## src/rtl/wbq_pkg.sv

```systemverilog
// wbq_pkg: shared widths and entry type for the writeback queue
package wbq_pkg;
  localparam int WBQ_AW = 5;
  localparam int WBQ_DW = 32;
  typedef struct packed {
    logic [WBQ_AW-1:0] address;
    logic [WBQ_DW-1:0] data;
  } wbq_entry_t;
endpackage

```

## src/rtl/wbq_match.sv

```systemverilog
// wbq_match: finds the youngest occupied entry matching one lookup address
module wbq_match #(
  parameter int DEPTH = 4,
  parameter int AW = 5,
  parameter int DW = 32
) (
  input  logic [AW-1:0]            addrs [DEPTH],
  input  logic [DW-1:0]            datas [DEPTH],
  input  logic [$clog2(DEPTH)-1:0] head,
  input  logic [$clog2(DEPTH):0]   count,
  input  logic [AW-1:0]            lookup,
  output logic                     hit,
  output logic [DW-1:0]            hit_data
);
  localparam int PW = $clog2(DEPTH);
  logic [PW-1:0] idx;
  // walk oldest to youngest so the last match seen is the youngest one
  always_comb begin
    hit = 1'b0;
    hit_data = '0;
    idx = '0;
    for (int i = 0; i < DEPTH; i++) begin
      idx = head + PW'(i);
      if (lookup != '0 && (PW+1)'(i) < count && addrs[idx] == lookup) begin
        hit = 1'b1;
        hit_data = datas[idx];
      end
    end
  end
endmodule

```

## src/rtl/wb_write_queue.sv

```systemverilog
// wb_write_queue: buffers register-file writes and drains one per cycle
module wb_write_queue
  import wbq_pkg::*;
#(
  parameter int DEPTH = 4,
  parameter int AW = WBQ_AW,
  parameter int DW = WBQ_DW
) (
  input  logic                     SYS_clk,
  input  logic                     SYS_reset,
  input  logic                     WBQ_valid_in,
  output logic                     WBQ_ready_out,
  input  logic [AW-1:0]            WBQ_address_in,
  input  logic [DW-1:0]            WBQ_data_in,
  output logic                     WBQ_write_out,
  output logic [AW-1:0]            WBQ_address_wr,
  output logic [DW-1:0]            WBQ_data_wb_out,
  input  logic [AW-1:0]            WBQ_lookup_address1,
  input  logic [AW-1:0]            WBQ_lookup_address2,
  output logic                     WBQ_hit1,
  output logic                     WBQ_hit2,
  output logic [DW-1:0]            WBQ_hit_data1,
  output logic [DW-1:0]            WBQ_hit_data2,
  output logic [$clog2(DEPTH):0]   WBQ_count,
  output logic                     WBQ_empty
);
  localparam int PW = $clog2(DEPTH);
  localparam int CW = PW + 1;
  logic [PW-1:0] head, tail;
  logic [AW-1:0] mem_addr [DEPTH];
  logic [DW-1:0] mem_data [DEPTH];
  logic push, pop;
  assign WBQ_ready_out   = WBQ_count != CW'(DEPTH);
  assign WBQ_empty       = WBQ_count == '0;
  assign pop             = !WBQ_empty;
  assign push            = WBQ_valid_in && WBQ_ready_out && WBQ_address_in != '0;
  assign WBQ_write_out   = pop;
  assign WBQ_address_wr  = pop ? mem_addr[head] : '0;
  assign WBQ_data_wb_out = pop ? mem_data[head] : '0;
  // pointer and occupancy bookkeeping; head retires as the register file commits it
  always_ff @(posedge SYS_clk) begin
    if (SYS_reset) begin
      head <= '0;
      tail <= '0;
      WBQ_count <= '0;
    end else begin
      if (push) tail <= tail + 1'b1;
      if (pop) head <= head + 1'b1;
      WBQ_count <= WBQ_count + CW'(push) - CW'(pop);
    end
  end
  // storage is never cleared; occupancy alone decides which slots are live
  always_ff @(posedge SYS_clk) begin
    if (push) begin
      mem_addr[tail] <= WBQ_address_in;
      mem_data[tail] <= WBQ_data_in;
    end
  end
  wbq_match #(.DEPTH(DEPTH), .AW(AW), .DW(DW)) u_match1 (
    .addrs(mem_addr), .datas(mem_data), .head(head), .count(WBQ_count),
    .lookup(WBQ_lookup_address1), .hit(WBQ_hit1), .hit_data(WBQ_hit_data1)
  );
  wbq_match #(.DEPTH(DEPTH), .AW(AW), .DW(DW)) u_match2 (
    .addrs(mem_addr), .datas(mem_data), .head(head), .count(WBQ_count),
    .lookup(WBQ_lookup_address2), .hit(WBQ_hit2), .hit_data(WBQ_hit_data2)
  );
endmodule

```

## config.mk

```make
export PLATFORM = sky130hd
export DESIGN_NAME = wb_write_queue
export DESIGN_NICKNAME = d
export VERILOG_FILES = /design/src/rtl/wbq_pkg.sv /design/src/rtl/wbq_match.sv /design/src/rtl/wb_write_queue.sv
export SDC_FILE = /design/constraint.sdc
export NUM_CORES = 1
export LEC_CHECK = 0
export CAP_MARGIN = 10
export CORE_MARGIN = 2
export CORE_UTILIZATION = 50
export DETAILED_ROUTE_END_ITERATION = 12
export PLACE_DENSITY = 0.78
export RECOVER_POWER = 50
export SETUP_SLACK_MARGIN = 0.4
export SYNTH_ARGS = -nofsm -noshare
export SYNTH_HDL_FRONTEND = slang
export SYNTH_HIERARCHICAL = 1
export SYNTH_SLANG_ARGS = --single-unit
export TNS_END_PERCENT = 50
```

## constraint.sdc

```tcl
create_clock -name SYS_clk -period 5.7 [get_ports SYS_clk]
set_input_delay 1.71 -clock SYS_clk [delete_from_list [all_inputs] [get_ports SYS_clk]]
set_output_delay 1.71 -clock SYS_clk [all_outputs]
set_load 0.01 [all_outputs]
```

======== Word level (Yosys, flattened, before mapping) ========
Cells that the tools add are included.
storage, ports and cells
  register bits ........................... 155
cells by class
  add/subtract/negate cells ............... 6
  order comparisons ....................... 10
  equality and inequality tests ........... 9
  muxes and demuxes ....................... 48
  bitwise operators ....................... 5
  reductions and logical operators ........ 24
operators with widths
  cell                                                                           count
  32-bit two-way mux                                                             18
  32-bit binary-select mux with 2-bit select                                     4
  128-bit bitwise mux                                                            1
  32-bit demux with 2-bit select                                                 1
  5-bit two-way mux                                                              10
  5-bit binary-select mux with 2-bit select                                      4
  5-bit == test                                                                  8
  20-bit bitwise mux                                                             1
  1-bit logical AND                                                              19
  3-bit >= comparator (second input constant)                                    5
  2-bit NOT with 3-bit output                                                    5
  5-bit nonzero test                                                             3
  5-bit demux with 2-bit select                                                  1
  1-bit two-way mux                                                              8
  1-bit by 3-bit less-than comparator with 1-bit output (first input constant)   2
  2-bit by 3-bit less-than comparator with 1-bit output (first input constant)   2
  2-bit by 1-bit adder with 2-bit output (second input constant)                 2
  2-bit adder (second input constant)                                            2
  3-bit by 1-bit adder with 3-bit output                                         1
  3-bit zero test                                                                1
  3-bit by 1-bit less-than comparator with 1-bit output (second input constant)  1
  3-bit inequality test (second input constant)                                  1
  3-bit by 1-bit subtractor with 3-bit output                                    1
  1-bit zero test                                                                1

======== Depth between registers and ports, before layout ========
  word-level depth ........................ 10
  gate-level depth with buffers ........... 11
  gate-level depth less buffers ........... 10

======== By module ========
The synthesis kept the hierarchy.
modules (own cells, without submodules)
  module          instances  cells an instance  area each (sq um)  sequential area each (sq um)
  wbq_match       2          465                4286.6             0.0
  wb_write_queue  1          280                6018.3             4584.4

======== Least setup slack after synthesis ========
Ideal clock, no wire load.
  kind .................................... input -> output
  start ................................... in WBQ_lookup_address1[4]
  end ..................................... out WBQ_hit_data1[1]
  arrival ................................. 3.494 ns
  slack ................................... 0.496 ns
  cell stages on the path ................. 8
  cells stage by stage .................... clkbuf_1 > or4bb_1 > a31oi_1 > o211ai_2 > buf_2 > buf_2 > o221ai_1 > o2bb2ai_1
on the way
  cells in the longest elaborated chain, start to end .. 7
  elaborated cells on any way between the ends .. 17
  classes of those cells .................. eq/ne (4); mux (4); reduce/logical (9)
RTL lines
  item                              RTL line              source
  start, declared                   wb_write_queue.sv:18  input logic [AW-1:0] WBQ_lookup_address1,
  5-bit nonzero test                wbq_match.sv:24       if (lookup != '0 && (PW+1)'(i) < count && addrs[idx] == lookup) begin
  1-bit logical AND (2 in series)   wbq_match.sv:24
  32-bit two-way mux (3 in series)  wbq_match.sv:24
  32-bit two-way mux (*)            wbq_match.sv:24
  end, declared                     wb_write_queue.sv:22  output logic [DW-1:0] WBQ_hit_data1,
Mark *: on every way between the ends. The rest lies on a longest branch, timed or not.

======== Worst setup path in the final report ========
  start ................................... in WBQ_lookup_address2[2]
  end ..................................... out WBQ_hit_data2[19]
on the way
  cells in the longest elaborated chain, start to end .. 7
  elaborated cells on any way between the ends .. 17
  classes of those cells .................. eq/ne (4); mux (4); reduce/logical (9)
RTL lines
  item                              RTL line              source
  start, declared                   wb_write_queue.sv:19  input logic [AW-1:0] WBQ_lookup_address2,
  5-bit nonzero test                wbq_match.sv:24
  1-bit logical AND (2 in series)   wbq_match.sv:24
  32-bit two-way mux (3 in series)  wbq_match.sv:24
  32-bit two-way mux (*)            wbq_match.sv:24
  end, declared                     wb_write_queue.sv:23  output logic [DW-1:0] WBQ_hit_data2,
Marked as above.

==> results.txt <==
The post-CTS clock slew at the launch and capture registers of the worst setup and hold paths is 0.07 ns. The post-route clock skew came out at 0.0113 ns. Across the run, the number of max-cap violations was 2. The wire-length estimate of the detail-placed layout is 26.5 mm. Using the TritonRoute via totals, the vias-per-cell ratio works out to 6.69.

The total routing usage reported by global routing came out at 27.4%. The count of TritonRoute iterations in the first routing pass is 5. The count of pins over their slew limit came to 36. STA classifies the critical path startpoint as a primary input.

The remaining number of nets flagged by the antenna check after routing is 0. The largest fanout on the critical path came out at 7. The latest clock arrival within the worst-skew pair came out at 0.43 ns. The signal arrival time at the worst endpoint came out at 4.00 ns. The die area is 0.0306 sq mm. In this run the most critical hold path is launched from tail[1]$_SDFFE_PP0P_.

The number of cells on the worst hold path came out at 2. The average size of a mapped cell came out at 12.1 sq um. The worst register-to-register path has a depth of 4. For the pin with the worst max-slew slack, the measured transition is 1.77 ns. The number of global-route vias before repair is 11839. Headroom to the max-slew limit came out at -18.3%.

The final-report hold violation count came out at 0. The floorplan step set the die width to 175 um. The total wire length is 43.6 mm. The synthesized design contains 148 enable-type register cells.

The cell area after layout came out at 0.0188 sq mm. The endpoint required time on the critical path is 3.99 ns. In this run the tool buffered the top-level ports with 158 buffer cells. The worst slack at placement came out at -0.645 ns. The count of synthesis-stage warnings from yosys came out at 6.

The first global-routing pass estimated 66.0 mm of wire. Counting every instance in the synthesized netlist gives 1210. The placer's final routability congestion estimate is 0.867. The standard cell core area came out at 0.0287 sq mm. The largest buffer count on any clock path is 2. The vias after detailed routing is 12033. The per-cell routed wire length came out at 24.3 um. The number of distinct library cell variants in the gate-level netlist after synthesis is 53. The TritonCTS buffer count is 17. After routing, the total negative slack on setup checks comes to -0.0129 ns.

The violation count after the first detailed-route iteration came out at 1086. The largest vdd supply drop is 0.345 mV. The final number of setup-violating endpoints came out at 1. The hold buffer count at CTS came out at 0. The total congestion overflow after global routing is 0.

The library cells used most frequently in the layout, excluding fill and tap cells, are 469 x mux2i_1, 148 x edfxtp_1, 113 x o221ai_1. The share of the cycle needed by the critical path after routing came out at 100%. The post-synthesis async set-or-reset flop share is 0%.

Of the synthesized area, sequential elements account for 31.4%. The final design utilization is 65.6%. The startpoint identified for the worst register-to-register timing path is WBQ_count[1]$_SDFF_PP0_. The critical path starts at WBQ_lookup_address2[2].

The net count after synthesis came out at 1267. The number of sinks handled by clock tree synthesis is 155. The number of ports placed on the die boundary is 159. The floorplan has 62 rows.

The highest clock rate is 175 MHz. The cell area that synthesis handed to floorplanning was 0.0146 sq mm. The run finished, with violations left. The pin count of the biggest net entering global routing is 145. At the end of the flow, the number of nets in the layout was 1455. The kind of critical path is primary input to output pin. The path class of the tightest hold or removal check is register to register. Leaving out fill and tap cells, the most frequent cell in the layout is mux2i_1. Counting flops and latches in the post-synthesis netlist gives 155. Counting I/O delays and the setup requirement, the final critical path takes 5.71 ns. After detailed routing, the number of remaining DRC violations is 0. The instance area after placement came out at 0.0168 sq mm. The number of inserted filler cells in the final layout is 2077.

Setup repair after global routing could not meet its margin everywhere. The TritonCTS clock tree is yes. The number of H-tree branching levels came out at 4. The die extent in y came out at 175 um. The number of antenna violations at the first check in global routing is 5.

The layout overhead on the synthesized area is 29.1%. The fraction of layout instances using a drive strength above 1 came out at 27.9%. Power spread over the standard cell area amounts to 433 mW/mm^2. STA classifies the critical path endpoint as an output pin. The initial standard-cell utilization of the core came out at 50.8%.

The final reports fail on capacitance limit, slew limit, setup timing. The final worst slack is -0.0129 ns. The standby leakage power is 7.36 nW. The commonest register cell after synthesis is edfxtp_1.

The root buffer cell chosen for the clock tree is clkbuf_16.
==> where the power goes <==
group          internal, mW  switching [mW]
Combinational          2.67            2.74
Sequential             1.39           0.213
Clock                 0.621           0.514
Total                  4.68            3.46
==> per-stage QoR <==
step	hold slack (ns)	instances	total power, mW
detailed placement	0.529	1705	6.53
floorplan	0.482	1210	4.91
finish	0.537	1799	8.15
CTS	0.540	1772	7.94
global route	0.576	1797	8.54
global placement	0.502	1705	6.42
==> synth_stat cells (all sizes together) (3+ instances only) <==
| cell type | n | area (sq um) |
|---|---|---|
| mux2i | 481 | 4820 |
| edfxtp | 148 | 4440 |
| o221ai | 124 | 1100 |
| buf | 70 | 521 |
| o2bb2ai | 62 | 543 |
| clkbuf | 57 | 214 |
| mux4 | 55 | 1260 |
| nor2b | 39 | 244 |
| xnor2 | 28 | 260 |
| xor2 | 18 | 158 |
| nor2 | 15 | 56.3 |
| nor3 | 11 | 55.1 |
| nand2 | 10 | 52.6 |
| inv | 9 | 33.8 |
| mux2 | 9 | 105 |
| dfxtp | 7 | 140 |
| a21oi | 6 | 30.0 |
| ha | 6 | 75.1 |
| nand3 | 6 | 30.0 |
| a31oi | 4 | 25.0 |
| and2 | 4 | 30.0 |
| nor4 | 4 | 55.1 |
| o211ai | 4 | 40.0 |
| o211a | 3 | 37.5 |
| o31ai | 3 | 22.5 |
==> routing by layer <==
layer  up-vias  share of wire (%)  global-route usage [%]
met2       514                 50                    45.4
met3        83                6.7                    4.85
met5         -                  0                       0
li1       5363                  -                       -
met4         0                3.1                    10.1
met1      6073                 40                    35.9
==> cells by family after synthesis <==
logic type | after synthesis | synth area share, %
multiplexers | 545 | 42.4
XOR/XNOR | 46 | 2.86
AND/OR/NAND/NOR | 101 | 4.24
AO/OA/AOI/OAI | 220 | 13.2
buffers and inverters | 136 | 5.27
adder cells (fa/ha/maj) | 7 | 0.652
flip-flops | 155 | 31.4
==> sequential cells by signal, summed over array words and instances, names as in the netlist <==
name / flops
mem_addr: 20
head: 2
WBQ_count: 3
mem_data: 128
tail: 2
==> critical path: stages <==
cell	delay, ns
buf_6	0.09
buf_6	0.11
buf_8	0.13
buf_4	0.13
xnor2_1	0.12
nor4_1	0.29
mux2i_1	0.23
o41ai_4	0.29
nand2_2	0.16
buf_12	0.18
buf_12	0.15
buf_12	0.12
o2bb2ai_4	0.16
buf_6	0.12
==> final cells by class <==
type	instances	area (sq um)	share of cell area (%)
diodes	4	10.0	0.0532
clock buffers	18	429	2.28
repair buffers	296	3140	16.7
clock inverters	14	153	0.811
multi-input cells	919	9990	53.1
inverters	9	36.3	0.193
well taps	384	480	2.55
flip-flops and latches	155	4590	24.4
==> timing repair <==
item / in CTS / in global routing
gates resized for setup: 330 / 133
pin swaps: 31 / 44
setup endpoints to repair: 66 / 66
cloned: 6 / 3
setup buffers: 29 / 20
==> path summary, 6_finish.rpt <==
| kind | to | slack [ns] |
|---|---|---|
| hold reg to reg | tail[1]$_SDFFE_PP0P_ | 0.54 |
| setup / recovery | WBQ_hit_data2[19] | -0.01 |
| setup reg to reg | mem_data[13]$_DFFE_PP_ | 2.18 |
| hold / removal | tail[1]$_SDFFE_PP0P_ | 0.54 |
No activity file was read; power rests on OpenSTA's default activity.
